<file path="src/rtl/op_mem_pkg.sv">
`default_nettype none
// ============================================================================
//  Module      : op_mem_pkg
//  Description : Shared definitions for the output-peripheral buffer.
//                Word index map, load size and LCD sequencer state encodings,
//                and a byte-lane merge helper.
//  Revision    : 1.0 - initial release
// ============================================================================
package op_mem_pkg;

   // Word indices inside the peripheral window
   localparam int IDX_LEDR   = 0;
   localparam int IDX_LEDG   = 4;
   localparam int IDX_HEX_LO = 8;
   localparam int IDX_HEX_HI = 9;
   localparam int IDX_LCD    = 12;
   localparam int IDX_STAT   = 13;

   typedef enum logic [1:0] {
      LD_BYTE = 2'b00,
      LD_HALF = 2'b01,
      LD_WORD = 2'b10,
      LD_RSVD = 2'b11
   } ld_size_e;

   typedef enum logic [1:0] {
      IDLE  = 2'd0,
      SETUP = 2'd1,
      PULSE = 2'd2,
      HOLD  = 2'd3
   } lcd_state_e;

   // Replace the lanes of old_w selected by mask with the lanes of new_w
   function automatic logic [31:0] byte_merge(input logic [31:0] old_w,
                                              input logic [31:0] new_w,
                                              input logic [3:0]  mask);
      logic [31:0] r;
      r = old_w;
      for (int b = 0; b < 4; b++) begin
         if (mask[b]) r[8*b +: 8] = new_w[8*b +: 8];
      end
      return r;
   endfunction

endpackage
`default_nettype wire

</file>
<file path="src/rtl/op_lcd_seq.sv">
`default_nettype none
// ============================================================================
//  Module      : op_lcd_seq
//  Description : LCD enable strobe sequencer. An accepted store starts an
//                IDLE->SETUP->PULSE->HOLD->IDLE walk; o_lcd_en is high only in
//                PULSE. Stores arriving while not IDLE set the overrun flag.
//  Ports       : i_clk, i_rst      clock / async active-high reset
//                i_st_req          LCD register store request
//                i_clr             overrun clear request
//                o_accept          store request accepted (FSM was IDLE)
//                o_busy            FSM not IDLE
//                o_overrun         sticky dropped-store flag
//                o_lcd_en          LCD enable strobe
//  Revision    : 1.0 - initial release
// ============================================================================
module op_lcd_seq
   import op_mem_pkg::*;
#(
   parameter int LCD_SETUP_CYC = 2,
   parameter int LCD_PULSE_CYC = 4
) (
   input  logic i_clk,
   input  logic i_rst,
   input  logic i_st_req,
   input  logic i_clr,
   output logic o_accept,
   output logic o_busy,
   output logic o_overrun,
   output logic o_lcd_en
);

   localparam int CNT_MAX = (LCD_SETUP_CYC > LCD_PULSE_CYC) ? LCD_SETUP_CYC : LCD_PULSE_CYC;
   localparam int CNT_W   = $clog2(CNT_MAX + 1);
   // Counter is loaded with N-1 on entry so the state lasts exactly N cycles
   localparam logic [CNT_W-1:0] SETUP_LD = CNT_W'(LCD_SETUP_CYC - 1);
   localparam logic [CNT_W-1:0] PULSE_LD = CNT_W'(LCD_PULSE_CYC - 1);

   lcd_state_e       state_q, state_d;
   logic [CNT_W-1:0] cnt_q, cnt_d;
   logic             ovr_q, ovr_d;

   always_ff @(posedge i_clk or posedge i_rst) begin
      if (i_rst) begin
         state_q <= IDLE;
         cnt_q   <= '0;
         ovr_q   <= 1'b0;
      end else begin
         state_q <= state_d;
         cnt_q   <= cnt_d;
         ovr_q   <= ovr_d;
      end
   end

   always_comb begin
      state_d  = state_q;
      cnt_d    = cnt_q;
      ovr_d    = ovr_q;
      o_accept = 1'b0;

      case (state_q)
         IDLE: begin
            if (i_st_req) begin
               o_accept = 1'b1;
               state_d  = SETUP;
               cnt_d    = SETUP_LD;
            end
         end
         SETUP: begin
            if (cnt_q == '0) begin
               state_d = PULSE;
               cnt_d   = PULSE_LD;
            end else begin
               cnt_d = cnt_q - 1'b1;
            end
         end
         PULSE: begin
            if (cnt_q == '0) begin
               state_d = HOLD;
               cnt_d   = SETUP_LD;
            end else begin
               cnt_d = cnt_q - 1'b1;
            end
         end
         default: begin // HOLD
            if (cnt_q == '0) begin
               state_d = IDLE;
            end else begin
               cnt_d = cnt_q - 1'b1;
            end
         end
      endcase

      // Clear and LCD store target different words, so they never coincide
      if (i_clr) ovr_d = 1'b0;
      if (i_st_req && (state_q != IDLE)) ovr_d = 1'b1;
   end

   assign o_busy    = (state_q != IDLE);
   assign o_overrun = ovr_q;
   assign o_lcd_en  = (state_q == PULSE);

endmodule
`default_nettype wire

</file>
<file path="src/rtl/op_mem_v3.sv">
`default_nettype none
// ============================================================================
//  Module      : op_mem_v3
//  Description : Output-peripheral buffer for the LSU. Byte-masked word array,
//                registered sub-word loads with sign/zero extension, status
//                word and LCD register driven through op_lcd_seq.
//  Ports       : i_clk, i_rst                 clock / async active-high reset
//                i_lsu_addr/wren/bmask        store address, request, lanes
//                i_st_data                    lane-aligned store data
//                i_lsu_rden/i_ld_size/i_ld_uns load request, size, unsigned
//                o_ld_data/o_ld_valid/o_misalign registered load result
//                o_io_ledr/ledg/hex0..7/lcd   board pin outputs
//                o_lcd_en                     LCD enable strobe
//  Revision    : 1.0 - initial release
// ============================================================================
module op_mem_v3
   import op_mem_pkg::*;
#(
   parameter logic [15:0] BASE_ADDR     = 16'h7000,
   parameter int          DEPTH_LOG2    = 5,
   parameter int          LCD_SETUP_CYC = 2,
   parameter int          LCD_PULSE_CYC = 4
) (
   input  logic        i_clk,
   input  logic        i_rst,
   input  logic [31:0] i_lsu_addr,
   input  logic        i_lsu_wren,
   input  logic [3:0]  i_lsu_bmask,
   input  logic [31:0] i_st_data,
   input  logic        i_lsu_rden,
   input  logic [1:0]  i_ld_size,
   input  logic        i_ld_uns,
   output logic [31:0] o_ld_data,
   output logic        o_ld_valid,
   output logic        o_misalign,
   output logic [31:0] o_io_ledr,
   output logic [31:0] o_io_ledg,
   output logic [6:0]  o_io_hex0,
   output logic [6:0]  o_io_hex1,
   output logic [6:0]  o_io_hex2,
   output logic [6:0]  o_io_hex3,
   output logic [6:0]  o_io_hex4,
   output logic [6:0]  o_io_hex5,
   output logic [6:0]  o_io_hex6,
   output logic [6:0]  o_io_hex7,
   output logic [31:0] o_io_lcd,
   output logic        o_lcd_en
);

   localparam int DEPTH = 1 << DEPTH_LOG2;
   localparam int IW    = DEPTH_LOG2;

   logic [31:0]   mem_q [DEPTH];
   logic [31:0]   lcd_q;
   logic [31:0]   ld_data_q, ld_data_d;
   logic          ld_valid_q, misalign_q, misalign_d;
   logic          hit, st_hit, st_lcd, st_stat, st_arr, clr_req;
   logic          lcd_accept, lcd_busy, lcd_overrun;
   logic [IW-1:0] idx;
   logic [31:0]   rd_word;
   logic [7:0]    ld_byte;
   logic [15:0]   ld_half;
   logic          unused_addr_hi;

   // Upper address half is decoded by the LSU mux, not here
   assign unused_addr_hi = ^i_lsu_addr[31:16];

   assign hit     = (i_lsu_addr[15:IW+2] == BASE_ADDR[15:IW+2]);
   assign idx     = i_lsu_addr[IW+1:2];
   assign st_hit  = i_lsu_wren & hit & (|i_lsu_bmask);
   assign st_lcd  = st_hit & (idx == IW'(IDX_LCD));
   assign st_stat = st_hit & (idx == IW'(IDX_STAT));
   assign st_arr  = st_hit & ~st_lcd & ~st_stat;
   assign clr_req = st_stat & i_lsu_bmask[0] & i_st_data[1];

   op_lcd_seq #(
      .LCD_SETUP_CYC (LCD_SETUP_CYC),
      .LCD_PULSE_CYC (LCD_PULSE_CYC)
   ) u_lcd_seq (
      .i_clk     (i_clk),
      .i_rst     (i_rst),
      .i_st_req  (st_lcd),
      .i_clr     (clr_req),
      .o_accept  (lcd_accept),
      .o_busy    (lcd_busy),
      .o_overrun (lcd_overrun),
      .o_lcd_en  (o_lcd_en)
   );

   always_ff @(posedge i_clk or posedge i_rst) begin
      if (i_rst) begin
         for (int w = 0; w < DEPTH; w++) mem_q[w] <= '0;
      end else if (st_arr) begin
         mem_q[idx] <= byte_merge(mem_q[idx], i_st_data, i_lsu_bmask);
      end
   end

   // Load path reads the pre-edge contents, giving read-before-write
   always_comb begin
      rd_word    = '0;
      ld_byte    = '0;
      ld_half    = '0;
      misalign_d = 1'b0;
      ld_data_d  = '0;
      if (hit) begin
         if (idx == IW'(IDX_LCD))       rd_word = lcd_q;
         else if (idx == IW'(IDX_STAT)) rd_word = {30'b0, lcd_overrun, lcd_busy};
         else                           rd_word = mem_q[idx];
      end
      case (ld_size_e'(i_ld_size))
         LD_BYTE: begin
            ld_byte   = rd_word[{i_lsu_addr[1:0], 3'b000} +: 8];
            ld_data_d = {{24{~i_ld_uns & ld_byte[7]}}, ld_byte};
         end
         LD_HALF: begin
            misalign_d = i_lsu_addr[0];
            ld_half    = i_lsu_addr[1] ? rd_word[31:16] : rd_word[15:0];
            ld_data_d  = {{16{~i_ld_uns & ld_half[15]}}, ld_half};
         end
         default: begin
            misalign_d = |i_lsu_addr[1:0];
            ld_data_d  = rd_word;
         end
      endcase
      if (misalign_d) ld_data_d = '0;
   end

   always_ff @(posedge i_clk or posedge i_rst) begin
      if (i_rst) begin
         ld_data_q  <= '0;
         ld_valid_q <= 1'b0;
         misalign_q <= 1'b0;
         lcd_q      <= '0;
      end else begin
         ld_valid_q <= i_lsu_rden;
         misalign_q <= i_lsu_rden & misalign_d;
         if (i_lsu_rden) ld_data_q <= ld_data_d;
         if (lcd_accept) lcd_q <= byte_merge(lcd_q, i_st_data, i_lsu_bmask);
      end
   end

   assign o_ld_data  = ld_data_q;
   assign o_ld_valid = ld_valid_q;
   assign o_misalign = misalign_q;
   assign o_io_ledr  = mem_q[IDX_LEDR];
   assign o_io_ledg  = mem_q[IDX_LEDG];
   assign o_io_hex0  = mem_q[IDX_HEX_LO][6:0];
   assign o_io_hex1  = mem_q[IDX_HEX_LO][14:8];
   assign o_io_hex2  = mem_q[IDX_HEX_LO][22:16];
   assign o_io_hex3  = mem_q[IDX_HEX_LO][30:24];
   assign o_io_hex4  = mem_q[IDX_HEX_HI][6:0];
   assign o_io_hex5  = mem_q[IDX_HEX_HI][14:8];
   assign o_io_hex6  = mem_q[IDX_HEX_HI][22:16];
   assign o_io_hex7  = mem_q[IDX_HEX_HI][30:24];
   assign o_io_lcd   = lcd_q;

endmodule
`default_nettype wire

</file>
<file path="config.mk">
export PLATFORM = sky130hd
export DESIGN_NAME = op_mem_v3
export DESIGN_NICKNAME = d
export VERILOG_FILES = /design/src/rtl/op_mem_pkg.sv /design/src/rtl/op_lcd_seq.sv /design/src/rtl/op_mem_v3.sv
export SDC_FILE = /design/constraint.sdc
export NUM_CORES = 2
export LEC_CHECK = 0
export ABC_AREA = 1
export BUFFER_PORTS_ARGS = -buffer_cell sky130_fd_sc_hd__buf_2
export CAP_MARGIN = 30
export CORE_MARGIN = 4
export CORE_UTILIZATION = 45
export CTS_CLUSTER_DIAMETER = 120
export DETAILED_ROUTE_END_ITERATION = 7
export PLACE_DENSITY_LB_ADDON = 0.15
export SLEW_MARGIN = 15
export SYNTH_ARGS = -nofsm -noshare
export SYNTH_HDL_FRONTEND = slang
export SYNTH_HIERARCHICAL = 1
export SYNTH_SLANG_ARGS = --single-unit
</file>
<file path="constraint.sdc">
create_clock -name i_clk -period 42.7 [get_ports i_clk]
set_input_delay 4.27 -clock i_clk [delete_from_list [all_inputs] [get_ports i_clk]]
set_output_delay 4.27 -clock i_clk [all_outputs]
set_load 0.02 [all_outputs]
</file>
## Yosys cells after proc, flatten, opt, wreduce, memory -nomap -nowiden

Cells that the tools add are included.
Widths: inputs -> output; s select.

| word-level totals | value |
|---|---|
| bits of input ports | 75 |
| word-level logic and storage cells | 122 |
| flip-flop bits (word level) | 1096 |
| output and inout port bits | 187 |

| operators by class | value |
|---|---|
| reduce and logical (&&, ||, !) cells | 16 |
| muxes and demuxes | 35 |
| equality and inequality tests | 10 |
| bitwise gates (word level) | 15 |
| shifts and indexed selects | 1 |
| magnitude comparators | 2 |
| $add $sub $neg | 1 |

Operators with widths:

| operator | number |
|---|---|
| $bwmux 1024 | 1 |
| $mux 32 | 7 |
| $bmux 32 s5 | 1 |
| $demux 32 s5 | 1 |
| $mux 8 | 8 |
| $pmux 32 s2 | 1 |
| $shiftx 32x6->8 | 1 |
| $mux 16 | 1 |
| $mux 3 | 4 |
| $and 1x1->1 | 11 |
| $eq 5x4->1 const B | 2 |
| $reduce_and 2->1 | 5 |
| $eq 9x8->1 const B | 1 |
| $pmux 3 s3 | 1 |
| $mux 2 | 4 |
| $ge 6x6->1 const B | 1 |
| $lt 6x1->1 const B | 1 |
| $not 5->6 | 1 |
| $pmux 2 s3 | 1 |
| $reduce_bool 2->1 | 3 |
| $eq 2x1->1 const B | 2 |
| $logic_not 2->1 | 2 |
| $mux 1 | 4 |
| $ne 2x1->1 const B | 2 |
| other kinds (11) | 14 |

## Longest topological paths before layout

| depth | value |
|---|---|
| depth after elaboration | 11 |
| depth in mapped cells | 22 |

## Modules after synthesis

Netlist, hierarchy kept.

Modules (own cells, without submodules):

| module | instances | sequential area each (um^2) | area an instance (um^2) | cells an instance |
|---|---|---|---|---|
| op_mem_v3 | 1 | 27276.2 | 48142.4 | 5593 |
| op_lcd_seq | 1 | 150.1 | 462.9 | 68 |

## Worst setup path before layout

No wires, ideal clock.

| timing | value |
|---|---|
| path kind | input -> register |
| start point | in i_lsu_addr[2] |
| end point | reg lcd_q[24] (netlist: o_io_lcd[24]) |
| buffers on the path | 6 |
| setup slack | 36.161 ns |
| setup time | 0.131 ns |
| required time | 42.569 ns |
| stages | 16 |
| data arrival time | 6.409 ns |
| cell sequence | buf_2 nor2_2 buf_4 buf_4 inv_1 nor2_1 buf_4 buf_2 inv_1 nor2_1 nand2_2 inv_1 nand2_1 clkbuf_1 nand2_1 o21ai_0 |

| on the way | value |
|---|---|
| longest elaborated chain between the ends | 5 |

Ends and longest elaborated chain:

| item | line | text |
|---|---|---|
| start, declared | op_mem_v3.sv:26 | `input logic [31:0] i_lsu_addr,` |
| $eq 5x4->1 | op_mem_v3.sv:71 | `assign st_lcd = st_hit & (idx == IW'(IDX_LCD));` |
| $and 1x1->1 | op_mem_v3.sv:71 |  |
| via st_lcd | op_mem_v3.sv:57 | `logic hit, st_hit, st_lcd, st_stat, st_arr, clr_req;` |
| $mux 1 | op_lcd_seq.sv:62 | `if (i_st_req) begin` |
| $mux 1 | op_lcd_seq.sv:60 | `case (state_q)` |
| via lcd_accept | op_mem_v3.sv:58 | `logic lcd_accept, lcd_busy, lcd_overrun;` |
| $reduce_and 2->1 (no source line) | - |  |
| end signal, assigned | op_mem_v3.sv:138 | `if (lcd_accept) lcd_q <= byte_merge(lcd_q, i_st_data, i_lsu_bmask);` |
| end, declared | op_mem_v3.sv:54 | `logic [31:0] lcd_q;` |

The timed path passes the listed nets, and every way through them passes these cells.
A chain may end at the register's enable or synchronous reset.

## Worst setup path after layout

| timing | value |
|---|---|
| start point | in i_lsu_addr[3] |
| end point | reg ld_data_q[18] (netlist: o_ld_data[18]) |

| on the way | value |
|---|---|
| longest elaborated chain between the ends | 11 |
| elaborated cells between the ends (all ways) | 15 |
| those cells by class | eq/ne: 2; shift: 1; mux: 9; bitwise: 3 |

Ends and longest elaborated chain:

| item | line | text |
|---|---|---|
| $not 5->6 (not written as such) | op_mem_v3.sv:108 | `else rd_word = mem_q[idx];` |
| $bmux 32 s5 | op_mem_v3.sv:108 |  |
| $mux 32 (not written as such) (2 in series) | op_mem_v3.sv:108 |  |
| $mux 32 | op_mem_v3.sv:107 | `else if (idx == IW'(IDX_STAT)) rd_word = {30'b0, lcd_overrun, lcd_busy};` |
| $mux 32 (*) | op_mem_v3.sv:106 | `if (idx == IW'(IDX_LCD)) rd_word = lcd_q;` |
| $mux 32 (*) | op_mem_v3.sv:105 | `if (hit) begin` |
| $shiftx 32x6->8 or $mux 16 (tied branches) | op_mem_v3.sv:112, op_mem_v3.sv:117 |  |
| $and 1x1->1 (on tied branches) | op_mem_v3.sv:113, op_mem_v3.sv:118 |  |
| $pmux 32 s2 (*) | op_mem_v3.sv:110 | `case (ld_size_e'(i_ld_size))` |
| $mux 32 (*) | op_mem_v3.sv:125 | `if (misalign_d) ld_data_d = '0;` |
| end signal, assigned | op_mem_v3.sv:137 | `if (i_lsu_rden) ld_data_q <= ld_data_d;` |
| end, declared | op_mem_v3.sv:55 | `logic [31:0] ld_data_q, ld_data_d;` |

Every way passes the cells marked *; elsewhere a longest branch is shown, timed or not. The select of a mux whose other input is x is not followed.

==> run metrics <==
#FFs+latches synth about 1100; CP peak stage delay about 0.85 ns; vias in the first global route 37095; Max Root-Sink Buffers 3; Final ANT Viol Nets 0; DRC errors left 0; CP Launch Type input port; Critical Path End Type flop; Synth Warn # 6; outcome finished, final reports clean; I/O pin cnt between 200 and 300; global-route usage over all layers 0.266; worst slew pin tran 0.988 ns; cells along the critical path buf_2 -> buf_4 -> inv_2 -> nor2_4 -> buf_4 -> buf_4 -> buf_4 -> nand2_1 -> nand3_1 -> nand2_1 -> nand2_1 -> nor2_1 -> nand2_1 -> nand2_1 -> nand2_1 -> nand3_1 -> nand3_1 -> nand3_2 -> nand3_2 -> nand2_1 -> nand2_1; Detailed Routing Iterations Pass 1 6; clk sinks around 1100; placed wire-length estimate 91400 µm; Layout Skew ~0.027 ns; mapped cell area between 40000 and 50000 µm²; DIE AREA approximately 110000 µm²; area grow syn2layout 10.6%; CTS tree built; crit-path max FO 53; CTS root buf clkbuf_16; worst path arrival time roughly 10 ns; site row count 120; Mean Syn Cell Area roughly 8.6 µm²; largest net degree at the start of global routing 168; Util after Layout 0.501; # hold bufs at CTS 0; Final period util 0.220; Nets between 5000 and 6000; total CTS buffers roughly 120; combinational share of power 0.047; Avg WL per Cell 21.7 µm; core area approximately 110000 µm²; die width ~340 µm; Port Buffers roughly 250; Slew Viols, Final 0; Worst Path Required between 40 and 50 ns; H-tree levels 3; # resized after CTS 0; number of synthesized flops with an enable pin 0; initial antenna violation count 1; Primary FF master, synth dfrtp_1; leak pwr 0.0260 µW; Vias between 30000 and 40000; fillers a little over 10000; Yosys top cell by area dfrtp_1; starting density of the core 0.453; Sw Share 0.236; Crit-path slowest cell nor2_4; ranking of synthesized cells by area dfrtp_1 56%, nand2_1 16%, o21ai_0 10%; total setup buffers inserted after CTS 0; Routed WL about 150000 µm; Cell variety after synth 40; Synth top area share 0.564; grt ovf 0; initial DRC count 3790; Reg power frac 0.478; kind of critical path input port to flop; asr flop ratio synth 1.00; max_slew headroom 0.336; Final GP Congestion 0.890; chip height approximately 340 µm; fraction of power consumed by the clock network 0.475; Syn Nets about 5700; Post-Route Setup TNS 0 ns; Worst-path clk slew approximately 0.060 ns; Fin. Hold Viols 0; via-per-instance ratio roughly 5.5; HP Class flop to flop; Psw 515 µW; RSZ-0062 raised after global routing false; Most common cell on crit path nand2_1; global-route wire length before repair about 230000 µm; Max rail drop VDD 0.0323 mV; final setup violation count 0; pwr/cell area about 41 nW/µm²; maximum clock frequency 106 MHz; # Max-Cap Violations 0; share of cells above drive strength 1 0.112; register area share after synthesis 0.564; Final Critical Period about 9.4 ns; Pint between 1500 and 2000 µW; Worst-Skew Late Latency between 0.7 and 0.8 ns; Post-Synthesis Cells about 5700
[synth_stat cells (24+ instances only)]
cell      instances
nand2_1        2094
inv_1            66
buf_2            88
a22oi_1         416
a21boi_0         24
nor2_1           83
a21oi_1          67
o21ai_0         976
clkbuf_1        409
nand3_1          50
o21ai_1          59
buf_4           131
dfrtp_1        1096
[final timing paths]
check | to | slack, ns | startpoint | depth (start not counted)
worst max-delay path | o_ld_data[18] | 33.31 | i_lsu_addr[3] | 21
worst min-delay path | mem_q[589] | 0.37 | mem_q[589] | 0
worst max register to register | mem_q[858] | 39.84 | o_io_ledr[26] | 9
worst min register to register | mem_q[589] | 0.37 | mem_q[589] | 0
max in group asynchronous | mem_q[843] | 35.89 | i_rst | 6
min in group asynchronous | u_lcd_seq/state_q[1] | 3.53 | i_rst | 2
[sequential cells by signal (all words and copies together) (netlist names), 2 cells and up]
register           flops
o_io_ledg             32
o_io_lcd              32
o_io_hex4              7
mem_q                904
o_io_hex7              7
o_io_hex6              7
o_io_hex1              7
o_io_hex3              7
o_io_hex5              7
o_io_ledr             32
u_lcd_seq/state_q      2
u_lcd_seq/cnt_q        3
o_ld_data             32
o_io_hex2              7
o_io_hex0              7
[stage by stage]
stage | cell area [µm²] | cells | total power (µW) | setup WS (ns) | hold WS [ns]
global route | 53700 | 6989 | 2250 | 33.05 | 0.384
floorplan | 48600 | 5661 | 1120 | 7.74 | 0.429
finish | 53800 | 6990 | 2180 | 33.31 | 0.373
CTS | 53700 | 6987 | 2200 | 33.45 | 0.378
detailed placement | 49800 | 6774 | 1160 | 32.70 | 0.366
global placement | 49700 | 6770 | 1160 | 32.69 | 0.365
[logic make-up (layout without fill, tap and decap cells)]
| logic type | Yosys count | count (layout) | share of synthesized area |
|---|---|---|---|
| and+or+nand+nor | 2289 | 2289 | 0.182 |
| AOI/OAI and AO/OA | 1557 | 1557 | 0.184 |
| DFF | 1096 | 1096 | 0.564 |
| buffers and inverters | 712 | 637 | 0.0677 |
| adders and majority gates | 6 | 6 | 0.00154 |
| muxes | 1 | 1 | 0.000232 |
| other | 0 | 1 | 0 |
[critical path: cells and delay by family]
kind	cells	cell delay (ns)
and+or+nand+nor	15	2.62
buffers and inverters	6	3.07
[layer usage]
layer  global-route usage  wire length (µm)  up-vias
met5                    0                 7        -
met4               0.0848              4960        2
met3               0.0332              7570      214
met2                0.445             73300     1088
met1                0.363             66100    19104
li1                     -                 -    18301
[power groups by stage]
stage / registers (µW) / clock network [µW] / logic, µW
after global routing: 1040 / 1100 / 111
after floorplan: 1070 / 0 / 57.2
after CTS: 1040 / 1050 / 103
after global placement: 1060 / 0 / 102
after detailed placement: 1060 / 0 / 103
final: 1040 / 1040 / 102
[cell type report]
class	instances	area [µm²]	area share
multi-input combinational	3853	18200	0.339
clock inverter	33	382	0.00710
inverter	76	300	0.00559
tap	1403	1760	0.0327
antenna	1	2.50	0.0000466
sequential	1096	27400	0.510
timing repair buffer	348	2130	0.0396
clock buffer	180	3550	0.0660
[cells in the final DEF (no fill, tap or decap), drive strengths merged]
master / netlist / final
nor2: 88 / 88
dfrtp: 1096 / 1096
nand4: 16 / 16
nor4b: 1 / 1
inv: 74 / 76
or4: 1 / 1
a21oi: 67 / 67
a221oi: 4 / 4
a22o: 3 / 3
nor3: 20 / 20
nand2: 2096 / 2096
or2: 1 / 1
a21boi: 24 / 24
a22oi: 416 / 416
and3: 1 / 1
clkinvlp: 0 / 3
a211oi: 1 / 1
diode: 0 / 1
o2111ai: 1 / 1
o22ai: 1 / 1
o21ai: 1036 / 1036
mux2: 1 / 1
clkbuf: 409 / 180
nand3: 52 / 52
clkinv: 2 / 23
nor3b: 5 / 5
ha: 6 / 6
nor4: 8 / 8
bufinv: 0 / 7
a21o: 3 / 3
a31oi: 1 / 1
buf: 227 / 348
No activity file was read; power rests on OpenSTA's default activity.
